==> config.mk <==
export PLATFORM = sky130hd
export DESIGN_NAME = dsp_dot_accum
export DESIGN_NICKNAME = d
export VERILOG_FILES = /design/src/rtl/dsp_dot_accum.sv
export SDC_FILE = /design/constraint.sdc
export NUM_CORES = 1
export LEC_CHECK = 0
export BUFFER_PORTS_ARGS = -buffer_cell sky130_fd_sc_hd__buf_2
export CAP_MARGIN = 20
export CORE_MARGIN = 8
export CORE_UTILIZATION = 50
export DETAILED_ROUTE_END_ITERATION = 6
export GPL_ROUTABILITY_DRIVEN = 0
export GPL_TIMING_DRIVEN = 0
export PLACE_DENSITY = 0.69
export SLEW_MARGIN = 20
export SYNTH_ARGS = -nofsm -noshare
export SYNTH_HDL_FRONTEND = slang
export SYNTH_SLANG_ARGS = --single-unit
==> constraint.sdc <==
create_clock -name clk -period 6 [get_ports clk]
set_input_delay 0.3 -clock clk [delete_from_list [all_inputs] [get_ports clk]]
set_output_delay 0.3 -clock clk [all_outputs]
set_load 0.03 [all_outputs]
==> src/rtl/dsp_dot_accum.sv <==
// Accumulates signed partial dot-products per vector, then rounds, shifts and saturates the sum.
// Result is valid two edges after in_last; no input backpressure, an unaccepted result is overwritten (sticky overrun).
module dsp_dot_accum #(
    parameter int RESULT_A_WIDTH = 44,
    parameter int ACC_WIDTH      = 52,
    parameter int SHIFT          = 4,
    parameter int OUT_WIDTH      = 24,
    parameter int CNT_WIDTH      = 16
) (
    input  logic                             clk,
    input  logic                             rst,
    input  logic                             in_valid,
    input  logic signed [RESULT_A_WIDTH-1:0] in_data,
    input  logic                             in_last,
    input  logic                             out_ready,
    output logic                             out_valid,
    output logic signed [OUT_WIDTH-1:0]      out_data,
    output logic                             out_sat,
    output logic [CNT_WIDTH-1:0]             out_len,
    output logic                             overrun
);

    localparam int AW = ACC_WIDTH;
    localparam int XW = (AW + 1 > OUT_WIDTH) ? AW + 1 : OUT_WIDTH;

    localparam logic signed [AW-1:0] ACC_MAX  = {1'b0, {(AW-1){1'b1}}};
    localparam logic signed [AW-1:0] ACC_MIN  = {1'b1, {(AW-1){1'b0}}};
    localparam logic        [AW:0]   RND_ONE  = {{AW{1'b0}}, 1'b1};
    localparam logic signed [AW:0]   RND_BIAS = (RND_ONE << SHIFT) >> 1;
    localparam logic signed [XW-1:0] OUT_MAX  = {{(XW-OUT_WIDTH+1){1'b0}}, {(OUT_WIDTH-1){1'b1}}};
    localparam logic signed [XW-1:0] OUT_MIN  = ~OUT_MAX;

    logic signed [AW-1:0]        acc;
    logic [CNT_WIDTH-1:0]        cnt;
    logic                        first;
    logic                        acc_ovf;
    logic                        done;

    logic signed [AW-1:0]        acc_base;
    logic signed [AW:0]          acc_sum;
    logic signed [AW-1:0]        acc_nxt;
    logic                        acc_ovf_nxt;
    logic [CNT_WIDTH-1:0]        cnt_nxt;

    // One guard bit is enough to detect overflow of a single add.
    always_comb begin
        acc_base    = first ? '0 : acc;
        acc_sum     = {acc_base[AW-1], acc_base}
                    + {{(AW+1-RESULT_A_WIDTH){in_data[RESULT_A_WIDTH-1]}}, in_data};
        acc_nxt     = acc_sum[AW-1:0];
        acc_ovf_nxt = first ? 1'b0 : acc_ovf;
        if (acc_sum[AW] != acc_sum[AW-1]) begin
            acc_nxt     = acc_sum[AW] ? ACC_MIN : ACC_MAX;
            acc_ovf_nxt = 1'b1;
        end
        if (first) begin
            cnt_nxt = CNT_WIDTH'(1);
        end else if (&cnt) begin
            cnt_nxt = cnt;
        end else begin
            cnt_nxt = cnt + 1'b1;
        end
    end

    always_ff @(posedge clk or posedge rst) begin
        if (rst) begin
            acc     <= '0;
            cnt     <= '0;
            first   <= 1'b1;
            acc_ovf <= 1'b0;
            done    <= 1'b0;
        end else begin
            done <= in_valid & in_last;
            if (in_valid) begin
                acc     <= acc_nxt;
                cnt     <= cnt_nxt;
                acc_ovf <= acc_ovf_nxt;
                first   <= in_last;
            end
        end
    end

    logic signed [AW:0]          rnd_sum;
    logic signed [AW:0]          rnd_shr;
    logic signed [XW-1:0]        rnd_ext;
    logic signed [OUT_WIDTH-1:0] rnd_out;
    logic                        rnd_clamp;

    // The finished vector sum sits in acc for exactly the cycle done is high.
    always_comb begin
        rnd_sum   = {acc[AW-1], acc} + RND_BIAS;
        rnd_shr   = rnd_sum >>> SHIFT;
        rnd_ext   = XW'(rnd_shr);
        rnd_out   = rnd_ext[OUT_WIDTH-1:0];
        rnd_clamp = 1'b0;
        if (rnd_ext > OUT_MAX) begin
            rnd_out   = OUT_MAX[OUT_WIDTH-1:0];
            rnd_clamp = 1'b1;
        end else if (rnd_ext < OUT_MIN) begin
            rnd_out   = OUT_MIN[OUT_WIDTH-1:0];
            rnd_clamp = 1'b1;
        end
    end

    logic                        snap_vld;
    logic signed [OUT_WIDTH-1:0] snap_data;
    logic                        snap_sat;
    logic [CNT_WIDTH-1:0]        snap_len;

    always_ff @(posedge clk or posedge rst) begin
        if (rst) begin
            snap_vld  <= 1'b0;
            snap_data <= '0;
            snap_sat  <= 1'b0;
            snap_len  <= '0;
        end else begin
            snap_vld <= done;
            if (done) begin
                snap_data <= rnd_out;
                snap_sat  <= rnd_clamp | acc_ovf;
                snap_len  <= cnt;
            end
        end
    end

    always_ff @(posedge clk or posedge rst) begin
        if (rst) begin
            out_valid <= 1'b0;
            out_data  <= '0;
            out_sat   <= 1'b0;
            out_len   <= '0;
            overrun   <= 1'b0;
        end else begin
            if (snap_vld) begin
                out_valid <= 1'b1;
                out_data  <= snap_data;
                out_sat   <= snap_sat;
                out_len   <= snap_len;
                if (out_valid && !out_ready) begin
                    overrun <= 1'b1;
                end
            end else if (out_valid && out_ready) begin
                out_valid <= 1'b0;
            end
        end
    end

endmodule

======== Word level (Yosys, flattened, before mapping) ========
Cells that the tools add are included.
word-level totals
  register bits ........................... 156
  output and inout bits ................... 43
  word-level logic and storage cells ...... 45
operators by class
  add/subtract/negate cells ............... 3
  $lt $le $gt $ge ......................... 2
  equality and inequality tests ........... 2
  multiplexer cells ....................... 13
  bitwise operators ....................... 2
  reduce and logical (&&, ||, !) cells .... 9
operators by type and width
  cell                                                   number
  2-to-1 mux 52 bit                                      3
  adder 52 x 44 -> 53 bit                                1
  adder 52 x 5 -> 53 bit (second input constant)         1
  > comparator 49 x 24 -> 1 bit (second input constant)  1
  < comparator 49 x 24 -> 1 bit (second input constant)  1
  2-to-1 mux 24 bit                                      2
  2-to-1 mux 16 bit                                      2
  adder 16 x 1 -> 16 bit (second input constant)         1
  AND reduction 16 bit                                   1
  2-to-1 mux 1 bit                                       6
  AND reduction 2 bit                                    3
  nonzero test 2 bit                                     2
  logical AND 1 bit                                      2
  inequality test 2 bit (second input constant)          1
  bitwise AND 1 bit                                      1
  logical NOT 1 bit                                      1
  inequality test 1 bit                                  1
  bitwise OR 1 bit                                       1

======== Longest topological paths before layout ========
Gate-level depths: netlist of the first run.
  word-level depth ........................ 5
  gate-level depth with buffers ........... 17
  depth with buffers taken out ............ 15

======== Worst setup path before layout of the first run ========
Ideal clock, no wire load.
  kind .................................... reg2reg
  start ................................... register first
  end ..................................... register acc[17]
  setup time .............................. 125 ps
  data arrival time ....................... 3,883 ps
  setup slack ............................. 1,993 ps
  stages on the path, launching flop included .. 15
  period minus slack after synthesis ...... 4,007 ps
  path through ............................ dfstp_2 clkbuf_1 clkbuf_1 nor2_1 ha_1 a21o_1 nand2b_4 o211a_1 o31a_1 o311a_1 o41ai_2 a31oi_2 buf_6 maj3_2 mux2_2
on the way
  word-level cells in the longest chain between the ends .. 4
  elaborated cells between the ends (all ways) .. 5
  classes of those cells .................. 1 x add/sub; 1 x eq/ne; 3 x mux
ends and longest elaborated chain
  what                                                               line    RTL
  start: declaration                                                 35      logic first;
  start signal: assignment                                           78      first <= in_last;
  2-to-1 mux 52 bit (*)                                              47      acc_base = first ? '0 : acc;
  adder 52 x 44 -> 53 bit (*)                                        49      + {{(AW+1-RESULT_A_WIDTH){in_data[RESULT_A_WIDTH-1]}}, in_data};
  2-to-1 mux 52 bit / inequality test 1 bit (equally long branches)  53, 52
  2-to-1 mux 52 bit (*)                                              52      if (acc_sum[AW] != acc_sum[AW-1]) begin
  end signal: assignment                                             75      acc <= acc_nxt;
  end: declaration                                                   33      logic signed [AW-1:0] acc;
Mark *: on every way between the ends. The rest lies on a longest branch, timed or not.
A chain may end at the register's enable or synchronous reset.

======== Worst setup path in the final report of the first run ========
  start ................................... register first
  end ..................................... register acc[12]
Same word-level chain as after synthesis.

==> results of run 1 <==
critical path, delay by kind of cell, from the launching register on:
kind            cells  cell delay (ps)
buf+inv             5             1970
xor+xnor            1              570
compound gates      7             1790
flops               1              540
fa+ha+maj           1              300
simple gates        2              320
Yosys cell counts (25+ instances only):
cell	n	area (sq um)
nand3_1	33	165
o21ai_0	101	505
nand4_1	32	200
xnor2_1	50	438
dfrtp_1	155	3880
clkbuf_1	55	206
nor2b_1	39	244
inv_1	59	221
xor2_1	49	429
nor3_1	25	125
nor2_1	122	458
mux2_2	69	777
a21oi_1	96	480
o22ai_1	40	250
ha_1	54	676
nand2_1	77	289
how the worst max path moves through the flow:
| stage | endpoint | slack, ps | depth (start not counted) |
|---|---|---|---|
| finish | acc[12] | 410 | 16 |
| global route | acc[50] | 9 | 16 |
| CTS | acc[12] | 500 | 16 |
| detailed placement | acc[12] | 540 | 16 |
| global placement | acc[43] | -300 | 2 |
| floorplan | acc[0] | 1500 | 1 |
per-layer routing:
metal	share of wire [%]	routed length [um]	global-route usage, %	up-vias
met2	45	14000	35.3	337
li1	-	-	-	4804
met4	2.9	882	8.56	0
met1	46	14100	31.4	4780
met5	0	0	0	-
met3	5.9	1830	2.87	56
stage by stage:
stage          area, sq um  TNS (ps)  cells  setup slack, ps
4_1_cts              12500         0   1668              498
6_report             12500         0   1668              407
3_3_place_gp         11900    -44540   1634             -298
2_1_floorplan        11100         0   1264             1500
3_5_place_dp         11900         0   1635              536
5_1_grt              12500         0   1668             8.72
kinds of logic (layout without fill, tap and decap cells):
| logic type | Yosys count | count (layout) | synth area share [%] |
|---|---|---|---|
| DFF | 156 | 156 | 35.3 |
| and+or+nand+nor | 400 | 400 | 18.7 |
| adders and majority gates | 60 | 60 | 6.76 |
| muxes | 69 | 69 | 7.02 |
| buffers and inverters | 130 | 254 | 4.73 |
| xor gates and xnor gates | 99 | 99 | 7.84 |
| AOI/OAI and AO/OA | 350 | 350 | 19.7 |
where the power goes:
part           internal (mW)  leakage (nW)  switching (mW)
logic                   1.12          3.23            1.79
registers               1.40          1.86           0.391
clock network          0.662         0.298           0.463
total                   3.19          5.39            2.64
area by class of cell:
class                           instances  area [sq um]  share of cell area [%]
Sequential cell                       156          3910                    31.2
Multi-Input combinational cell        978          6630                    53.0
Inverter                               59           229                    1.83
Tap cell                              280           350                    2.80
Clock inverter                         15           186                    1.49
Buffer                                 71           302                    2.41
Clock buffer                           17           425                    3.40
Timing Repair Buffer                   92           488                    3.90
registers in the layout, indices dropped and copies added, names as in the netlist:
name	cells
snap_vld	1
done	1
acc_ovf	1
snap_data	24
out_valid	1
out_len	16
first	1
out_data	24
out_sat	1
acc	52
cnt	16
overrun	1
snap_sat	1
snap_len	16
repair_timing:
action,in CTS,in global routing
resized for setup,0,0
hold buffers,1,0
hold endpoints to repair,74,0
==> run metrics, run 1 <==
outcome completed; vias per inst 5.98; FP Rows 54; hold wc startpoint in_last; I/O Buffers 90; Worst Path Max Fanout 10; CTS buffer count 17; main flop type after synthesis dfrtp_1; worst-path cell chain clkbuf_1 > clkbuf_1 > nor2_1 > ha_1 > clkbuf_1 > a21oi_1 > o21ai_0 > a211oi_1 > nor3_1 > o31ai_1 > o21ai_0 > xor2_1 > clkbuf_1 > buf_2 > a21oi_1 > o22ai_1; setup violators final 0; share of cells above drive strength 1 16.8%; leak pwr 5.39 nW; Post-CTS Setup Bufs 0; gr usage total 22.6%; Worst EP arrival 5930 ps; worst skew pair latency 430 ps; Worst Skew 10.9 ps; drt first-iter violations 823; Worst Hold Path Cells 2; most frequent cells in the layout dfrtp_1 (155), nor2_1 (122), o21ai_0 (101), buf_2 (100), a21oi_1 (96); CTS tree built; r2r worst-path depth 16; CP dominant cell by count clkbuf_1; Synth cell types 73; WP data required 6340 ps; Filler cells 1963; net count reported at finish 1479; critical path class flop to flop; unrepaired setup endpoints after global routing no; drt pass-1 iters 5; final hold viol count 0; Yosys reg bits 156; Hold EP done; Post-synth EDFFs 0; Final Cycle Share 93.2%; largest net degree at the start of global routing 82; Hold Slack 99.2 ps; Slew headroom 43.1%; dpl hpwl 23800 um; crit path capture type flop; DR vias 9977; # clock sinks 156; RR Startpoint first; CTS max path bufs 2; ANT cells 0; worst min path class input pin to flop; Max Clock Freq 179 MHz; Syn Inst Count 1264; minimum clock period after layout 5590 ps; first-pass GRT wire length 49200 um; WL final 30900 um; Reg clk slew, reported paths 60 ps; Max Cap Violations 0; I/O pin count 92; die width 165 um; vias in the first global route 9406; CTS root buffer clkbuf_16; Synth-to-Final Area Change 13.2%; Post-synth ARST share 100%; commonest non-fill, non-tap cell in the layout dfrtp_1; post-route DRC violation count 0; Power Dens Cells 466 nW/um^2; Crit-path slowest cell xor2_1; max-slew violation count 0; VDD IR max 0.000231 V; actual slew at the worst max-slew pin 850 ps; Die Height 165 um; core area 21800 sq um; worst setup path start first; htree depth 4; Power Total 5.83 mW; area of the die 27100 sq um; syn_area_per_cell 8.75 sq um; GRT overflow 0; crit path launch type flop; register area share after synthesis 35.3%; R2R Setup Slk 410 ps; post-synth net total 1368; Detail Route Antenna Nets 0; initial antenna violation count 0; Post-Syn Area 11100 sq um; Avg WL per Cell 18.5 um; synth warn 0; r2r endpoint acc[12]; Crit path largest cell delay 570 ps; Initial Utilization 50.8%; Layout Utilization 57.5%
(Power assumes the default switching activity.)
==> inputs of run 2 (changes only) <==
--- a/config.mk
+++ b/config.mk
@@ -12,6 +12,7 @@
 export DETAILED_ROUTE_END_ITERATION = 6
 export GPL_ROUTABILITY_DRIVEN = 0
 export GPL_TIMING_DRIVEN = 0
+export HOLD_SLACK_MARGIN = 0.15
 export PLACE_DENSITY = 0.69
 export SLEW_MARGIN = 20
 export SYNTH_ARGS = -nofsm -noshare
==> constraint.sdc (replaced) <==
create_clock -name clk -period 6.5 [get_ports clk]
set_input_delay 0.325 -clock clk [delete_from_list [all_inputs] [get_ports clk]]
set_output_delay 0.325 -clock clk [all_outputs]
set_load 0.03 [all_outputs]
==> run 2 against run 1 <==
  * Clock-buffer cell count did not move
  * Wire length is the same
  * Final cell count is essentially flat
  * Largest power group unchanged
==> run metrics, run 2 (synthesis gave the netlist of run 1 again) <==
crit path capture type flop; commonest non-fill, non-tap cell in the layout dfrtp_1; Final Cycle Share 85.5% (-7.7 points); largest net degree at the start of global routing 82 (unchanged); dpl hpwl 23800 um (unchanged); minimum clock period after layout 5560 ps (-37.5 ps); initial antenna violation count 0 (unchanged); Power Dens Cells 430 nW/um^2 (-7.7%); leak pwr 5.39 nW (about the same); max-slew violation count 0 (unchanged); pre-CTS setup slack 1040 ps (+500 ps); max reg flops 52 (unchanged); area of the die 27100 sq um (unchanged); Hold Slack 176 ps (+77.3 ps); ANT cells 0 (unchanged); most frequent cells in the layout dfrtp_1 (155), nor2_1 (122), o21ai_0 (101), buf_2 (100), a21oi_1 (96); Worst Path Max Fanout 10 (unchanged); outcome completed; vias in the first global route 9412 (+0.064%); r2r endpoint acc[12]; Hold EP out_valid; final worst slack 945 ps (+538 ps); CTS buffer count 17 (unchanged); gr usage total 22.6% (unchanged); Biggest register acc; first-pass GRT wire length 49200 um (about the same); Power Total 5.39 mW (-7.6%); I/O Buffers 90 (unchanged); worst skew pair latency 430 ps (about the same); Worst Hold Path Cells 3 (+1); Worst EP arrival 5890 ps (-40 ps); VDD IR max 0.000213 V (-7.6%); Filler cells 1962 (-0.051%); DR vias 9987 (+0.10%); Max Clock Freq 180 MHz (+0.68%); setup violators final 0 (unchanged); Avg WL per Cell 18.5 um (about the same); post_cts resized 0 (unchanged); I/O pin count 92 (unchanged); RR Startpoint first; hold wc startpoint out_ready; GRT overflow 0 (unchanged); Post-CTS Setup Bufs 0 (unchanged); CTS max path bufs 2 (unchanged); final hold viol count 0 (unchanged); CTS root buffer clkbuf_16; Max Cap Violations 0 (unchanged); crit path launch type flop; actual slew at the worst max-slew pin 819 ps (-31.0 ps); vias per inst 5.98 (about the same); post-route DRC violation count 0 (unchanged); drt pass-1 iters 5 (unchanged); R2R Setup Slk 940 ps (+540 ps); die width 165 um (unchanged); top flop regs acc: 52 flops, out_data: 24 flops, snap_data: 24 flops; worst min path class input pin to flop; Synth-to-Final Area Change 13.3% (about the same); share of cells above drive strength 1 16.8% (about the same); Reg clk slew, reported paths 70 ps (about the same); drt first-iter violations 892 (+8.4%); # clock sinks 156 (unchanged); unrepaired setup endpoints after global routing no; CTS tree built; Setup TNS 0 ps (unchanged); Detail Route Antenna Nets 0 (unchanged); Die Height 165 um (unchanged); Initial Utilization 50.8% (unchanged); Layout Utilization 57.6% (about the same); FP Rows 54 (unchanged); net count reported at finish 1480 (+0.068%); WP data required 6840 ps (+500 ps); Slew headroom 44.0% (+0.86 points); Worst Skew 11.4 ps (+0.562 ps); r2r worst-path depth 16 (unchanged); core area 21800 sq um (unchanged); critical path class flop to flop; htree depth 4 (unchanged); WL final 30900 um (unchanged)
run 2: changes by cell type in the layout (fill, tap and decap cells not counted):
| cell | delta |
|---|---|
| dlygate4sd3_1 | +1 |
run 2: where the power goes:
group | leakage, nW | switching (mW) | internal [mW]
Combinational | 3.24 | 1.65 | 1.04
Sequential | 1.86 | 0.362 | 1.29
Clock | 0.298 | 0.429 | 0.612
Total | 5.39 | 2.44 | 2.94
run 2: timing repair:
item,in CTS,in global routing
hold buffers,2,0
endpoints found under the setup margin,0,0
endpoints found under the hold margin,76,0
run 2: cell type report:
cell class | count | area, sq um | area share [%]
clock inverter | 15 | 186 | 1.49
multi-input combinational | 978 | 6630 | 52.9
timing repair buffer | 93 | 498 | 3.97
inverter | 59 | 229 | 1.83
tap | 280 | 350 | 2.80
buffer | 71 | 302 | 2.41
clock buffer | 17 | 425 | 3.40
sequential | 156 | 3910 | 31.2
run 2: through the flow:
| step | std cells | area (sq um) |
|---|---|---|
| after floorplan | 1264 | 11100 |
| after global placement | 1634 | 11900 |
| after detailed placement | 1635 | 11900 |
| after CTS | 1669 | 12500 |
| after global routing | 1669 | 12500 |
| final | 1669 | 12500 |
run 2: worst max path at each step:
stage	cells past startpoint	endpoint	startpoint	slack, ps
global placement	2	acc[43]	rst	180
finish	16	acc[12]	first	940
global route	16	acc[50]	first	510
CTS	16	acc[12]	first	1000
floorplan	1	acc[0]	rst	1970
detailed placement	16	acc[12]	first	1040
run 2: metal layers:
metal	track usage [%]	share of wire [%]
met5	0	0
met4	8.56	2.9
met3	2.87	6.0
met2	35.3	45
met1	31.4	46
run 2: critical path, stage by stage (launching register included):
cell	delay (ps)
dfstp_2	540
clkbuf_1	470
clkbuf_1	460
nor2_1	140
ha_1	300
clkbuf_1	190
a21oi_1	220
o21ai_0	150
a211oi_1	360
nor3_1	180
o31ai_1	560
o21ai_0	230
xor2_1	570
clkbuf_1	490
buf_2	340
a21oi_1	100
o22ai_1	160
